--- src/rtl/osc_pkg.sv ---
// Shared definitions for the oscillator-domain divided-enable controller.
package osc_pkg;

    typedef enum logic [1:0] {
        ST_IDLE   = 2'd0,
        ST_SETTLE = 2'd1,
        ST_RUN    = 2'd2
    } osc_state_t;

    localparam int SETTLE_DEFAULT = 16;

endpackage

--- src/rtl/osc_div_ctrl.sv ---
// Divided clock-enable generator clocked by the oscillator itself: discards a
// settle window after enable, then emits one-cycle pulses every div+1 cycles.
module osc_div_ctrl
    import osc_pkg::*;
#(
    parameter int DIV_W         = 8,
    parameter int SETTLE_CYCLES = SETTLE_DEFAULT
) (
    input  logic             clk,
    input  logic             rst,
    input  logic             en,
    input  logic [DIV_W-1:0] div_val,
    input  logic             div_load,
    output logic             clk_en,
    output logic             ready,
    output logic             pend,
    output logic [15:0]      tick_cnt
);

    // One down-counter serves both the settle window and the divide period,
    // so it must be wide enough for either.
    localparam int CNT_W = (DIV_W > 16) ? DIV_W : 16;
    localparam logic [CNT_W-1:0] SETTLE_LOAD = CNT_W'(SETTLE_CYCLES - 1);

    osc_state_t       r_state;
    logic [CNT_W-1:0] r_cnt;
    logic [DIV_W-1:0] r_active_div;
    logic [DIV_W-1:0] r_pend_div;
    logic             r_pend;
    logic             r_clk_en;
    logic             r_ready;
    logic [15:0]      r_tick_cnt;

    logic             w_cnt_zero;
    logic [DIV_W-1:0] w_reload_div;
    logic [DIV_W-1:0] w_settle_div;

    // A load on the terminal-count edge wins over any older pending value.
    always_comb begin
        w_cnt_zero   = (r_cnt == '0);
        w_reload_div = r_active_div;
        if (div_load) begin
            w_reload_div = div_val;
        end else if (r_pend) begin
            w_reload_div = r_pend_div;
        end
        w_settle_div = div_load ? div_val : r_active_div;
    end

    always_ff @(posedge clk or posedge rst) begin
        if (rst) begin
            r_state      <= ST_IDLE;
            r_cnt        <= '0;
            r_active_div <= '0;
            r_pend_div   <= '0;
            r_pend       <= 1'b0;
            r_clk_en     <= 1'b0;
            r_ready      <= 1'b0;
            r_tick_cnt   <= '0;
        end else if (!en) begin
            r_state    <= ST_IDLE;
            r_cnt      <= '0;
            r_pend_div <= '0;
            r_pend     <= 1'b0;
            r_clk_en   <= 1'b0;
            r_ready    <= 1'b0;
            r_tick_cnt <= '0;
            if (div_load) begin
                r_active_div <= div_val;
            end
        end else begin
            case (r_state)
                ST_IDLE: begin
                    r_state  <= ST_SETTLE;
                    r_cnt    <= SETTLE_LOAD;
                    r_clk_en <= 1'b0;
                    if (div_load) begin
                        r_active_div <= div_val;
                    end
                end
                ST_SETTLE: begin
                    r_clk_en <= 1'b0;
                    if (div_load) begin
                        r_active_div <= div_val;
                    end
                    if (w_cnt_zero) begin
                        r_state <= ST_RUN;
                        r_ready <= 1'b1;
                        r_cnt   <= CNT_W'(w_settle_div);
                    end else begin
                        r_cnt <= r_cnt - CNT_W'(1);
                    end
                end
                ST_RUN: begin
                    if (w_cnt_zero) begin
                        r_clk_en     <= 1'b1;
                        r_tick_cnt   <= r_tick_cnt + 16'd1;
                        r_cnt        <= CNT_W'(w_reload_div);
                        r_active_div <= w_reload_div;
                        r_pend       <= 1'b0;
                    end else begin
                        r_clk_en <= 1'b0;
                        r_cnt    <= r_cnt - CNT_W'(1);
                        if (div_load) begin
                            r_pend_div <= div_val;
                            r_pend     <= 1'b1;
                        end
                    end
                end
                default: begin
                    r_state  <= ST_IDLE;
                    r_cnt    <= '0;
                    r_pend   <= 1'b0;
                    r_clk_en <= 1'b0;
                    r_ready  <= 1'b0;
                end
            endcase
        end
    end

    assign clk_en   = r_clk_en;
    assign ready    = r_ready;
    assign pend     = r_pend;
    assign tick_cnt = r_tick_cnt;

endmodule

--- config.mk ---
export PLATFORM = sky130hd
export DESIGN_NAME = osc_div_ctrl
export DESIGN_NICKNAME = d
export VERILOG_FILES = /design/src/rtl/osc_pkg.sv /design/src/rtl/osc_div_ctrl.sv
export SDC_FILE = /design/constraint.sdc
export NUM_CORES = 1
export LEC_CHECK = 0
export BUFFER_PORTS_ARGS = -buffer_cell sky130_fd_sc_hd__buf_2
export CAP_MARGIN = 20
export CORE_ASPECT_RATIO = 1.1
export CORE_UTILIZATION = 47
export CTS_CLUSTER_DIAMETER = 120
export DETAILED_ROUTE_END_ITERATION = 8
export PLACE_DENSITY = 0.66
export SYNTH_ARGS = -nofsm -noshare
export SYNTH_HDL_FRONTEND = slang
export SYNTH_SLANG_ARGS = --single-unit
--- constraint.sdc ---
create_clock -name clk -period 5.2 [get_ports clk]
set_input_delay 0.26 -clock clk [delete_from_list [all_inputs] [get_ports clk]]
set_output_delay 0.26 -clock clk [all_outputs]
set_load 0.05 [all_outputs]
==> reports/metrics.csv <==
stage,metric,value,unit
run_status,run status,finished clean,
timing,final setup fails,0,
yosys,Synth area leader,dfrtp_1,
critical_path,crit path capture type,flop,
clock_network,cts repair resizes,0,
finish,area grow syn2layout,9.18,%
critical_path,Critical path origin,r_state[1],
routing,drt via density,5.86,
critical_path,Required @ worst endpoint,5.43,ns
yosys,top-area cell type share of the netlist area,45.0,%
clock_network,CTS max path bufs,2,
routing,1st-iter DRT viols,92,
yosys,Post-Syn Area per Cell,9.41,um2
clock_network,Max H-tree Level,2,
clock_network,Post-CTS Repair Setup Buffers,0,
timing,period utilisation layout,51.8,%
critical_path,CP startpoint kind,flop,
clock_network,later-pin clock latency in the skew report,0.31,ns
place,global placement routability congestion,0.819,
die,total I/O pin count,31,
die,core box area,5910,um2
critical_path,Worst Reg-to-Reg Cells,5,
hold_path,HP Class,in2async,
routing,# DRC,0,
critical_path,CP arrival,2.92,ns
timing,RSZ-0062 raised after global routing,false,
critical_path,CP max FO,14,
yosys,post-synthesis sequential area ratio,45.0,%
die,Die Footprint,6580,um2
power_and_ir_drop,Max VDD drop,158,uV
place,Buffers on Ports,30,
global_routing,first-pass GRT wire length,10800,um
critical_path,WS Path Type,reg2reg,
critical_path,slowest cell on the critical path,or4_1,
clock_network,clk root buf,clkbuf_8,
timing,final hold violations,0,
yosys,synth unique cells,50,
clock_network,CTS buffer count,5,
timing,Fmax,0.372,GHz
finish,ant diodes,0,
yosys,leading post-synthesis cells by cell area,"dfrtp_1 (45%), mux2i_1 (6.8%), nor2_1 (4.8%)",
global_routing,initial antenna violation count,0,
timing,Fin Clk Skew,0.00920,ns
finish,Layout fillers,550,
timing,crit path time final,2.69,ns
global_routing,total grt overflow,0,
finish,most frequent cells in the layout,"dfrtp_1 (53), nor2_1 (38), buf_2 (30)",
global_routing,vias in the first global route,2220,
critical_path,Reg2Reg Capture Point,tick_cnt[13],
flow_run,max cap viols,0,
clock_network,"CTS clk-pin slew, worst paths",0.10,ns
yosys,Syn Nets,327,
global_routing,Total GRT Usage,20.7,%
finish,"commonest non-fill, non-tap cell in the layout",dfrtp_1,
power_and_ir_drop,LEAKAGE,1.43,nW
routing,drt first pass iters,4,
routing,total wire length,6310,um
global_routing,largest net degree at the start of global routing,54,
power_and_ir_drop,pwr dens,322,nW/um2
critical_path,"Cell Chain, Critical Path","nor2b_1, nand3_1, or4_1, or3_1, a21oi_1",
critical_path,CP peak stage delay,0.69,ns
clock_network,clock sink count,53,
die,initial core utilization,49.8,%
clock_network,CTS tree,built,
clock_network,hold buffers post-CTS,0,
routing,via count,2413,
critical_path,WP buf/inv,0,
place,post-detail-place hpwl,4350,um
yosys,synthesized area,2940,um2
critical_path,Worst R2R Start,r_state[1],
critical_path,top cell family by delay on the critical path,simple AND/OR/NAND/NOR gates,
timing,max-slew violation count,0,
routing,"antenna viol nets, final",0,
yosys,top_reg_cell synth,dfrtp_1,
yosys,Post-synth EDFFs,0,
finish,fin nets,348,
timing,Worst Tran Pin Value,1.01,ns
critical_path,Crit path depth,5,
die,Rows,29,
routing,Routed WL per cell,15.3,um
die,die span in x,77.5,um
yosys,cells after synthesis,313,
yosys,"FF+latch count, synth",53,
finish,proportion of layout cells with a drive suffix above 1,14.6,%
timing,Slew HR,32.4,%
yosys,YS warnings,0,
critical_path,r2r setup slk,2.51,ns
yosys,asr flop ratio synth,100,%
critical_path,CP Capture Point,tick_cnt[13],
finish,post-layout util,54.3,%
die,Die Y,85.0,um
timing,setup tns final,0,ns
## cells in the mapped netlist (3+ instances only)
library cell,instances
o22ai_1,3
dfrtp_1,53
o31ai_1,3
xor2_1,5
nor3_1,7
buf_1,3
nand4_1,5
mux2_2,3
nand3_1,7
nor4_1,4
or3_1,12
nand2b_1,5
a211oi_1,4
a2bb2oi_1,6
buf_2,3
o21ai_0,18
clkbuf_1,11
mux2i_1,20
inv_1,7
a21oi_1,25
o211ai_1,5
nand2_1,19
o21a_1,4
nor2_1,38
nor2b_1,4
and3_1,4
xnor2_1,10
## state kept, by name, summed over array words and instances, names as in the netlist
| signal | cells |
|---|---|
| r_cnt | 16 |
| tick_cnt | 16 |
| r_active_div | 8 |
| r_pend_div | 8 |
| pend | 1 |
| ready | 1 |
| r_state | 2 |
| clk_en | 1 |
## logic make-up after synthesis
kind of cell,count (synthesis),synth area share (%)
xor+xnor,15,4.46
mux,23,7.95
simple gates,115,20.6
buf+inv,24,3.19
compound gates,80,17.6
fa+ha+maj,3,1.19
flops,53,45.0
## routing by layer
metal / vias up / GRT usage [%] / part of all wire [%]
met3: 13 / 3.66 / 3.1
met5: - / 0 / 0
li1: 1174 / - / -
met4: 0 / 7.38 / 2.0
met2: 52 / 33.8 / 47
met1: 1174 / 27.6 / 48
## worst reg2reg max path, stage by stage, from the launching register on
cell and delay [ns]:
dfrtp_1 0.60, nor2b_1 0.66, nand3_1 0.13, or4_1 0.69, or3_1 0.39, a21oi_1 0.15
## metrics by stage
stage               total power, mW  hold slack (ns)  cells  worst slack (ns)  area (um2)
finish                         1.03            0.116    412              2.51        3210
global route                   1.10            0.184    412              2.25        3210
CTS                            1.04            0.138    412              2.50        3210
detailed placement            0.806            0.488    404              2.53        3130
global placement              0.801            0.486    404              2.59        3130
floorplan                     0.742            0.413    313              2.83        2940
## layout make-up
type / instances / area [um2] / area share [%]
clock inverters: 1 / 7.51 / 0.234
flip-flops and latches: 53 / 1330 / 41.3
clock buffers: 7 / 76.3 / 2.37
repair buffers: 31 / 158 / 4.90
multi-input cells: 236 / 1520 / 47.4
inverters: 7 / 26.3 / 0.817
well taps: 77 / 96.3 / 3.00
## power by group
group	leakage (nW)	internal, mW	switching (mW)
combinational	0.682	0.122	0.184
sequential	0.707	0.447	0.0475
clock	0.0385	0.0957	0.138
## worst min-delay path by stage
stage / slack (ns) / endpoint / cells past startpoint / start
after detailed placement: 0.49 / tick_cnt[15] / 3 / rst
after CTS: 0.14 / tick_cnt[15] / 3 / rst
after global routing: 0.18 / r_pend_div[0] / 3 / rst
final: 0.12 / tick_cnt[14] / 3 / rst
after global placement: 0.49 / ready / 3 / rst
after floorplan: 0.41 / r_pend_div[0] / 2 / div_val[0]
(Power assumes the default switching activity.)
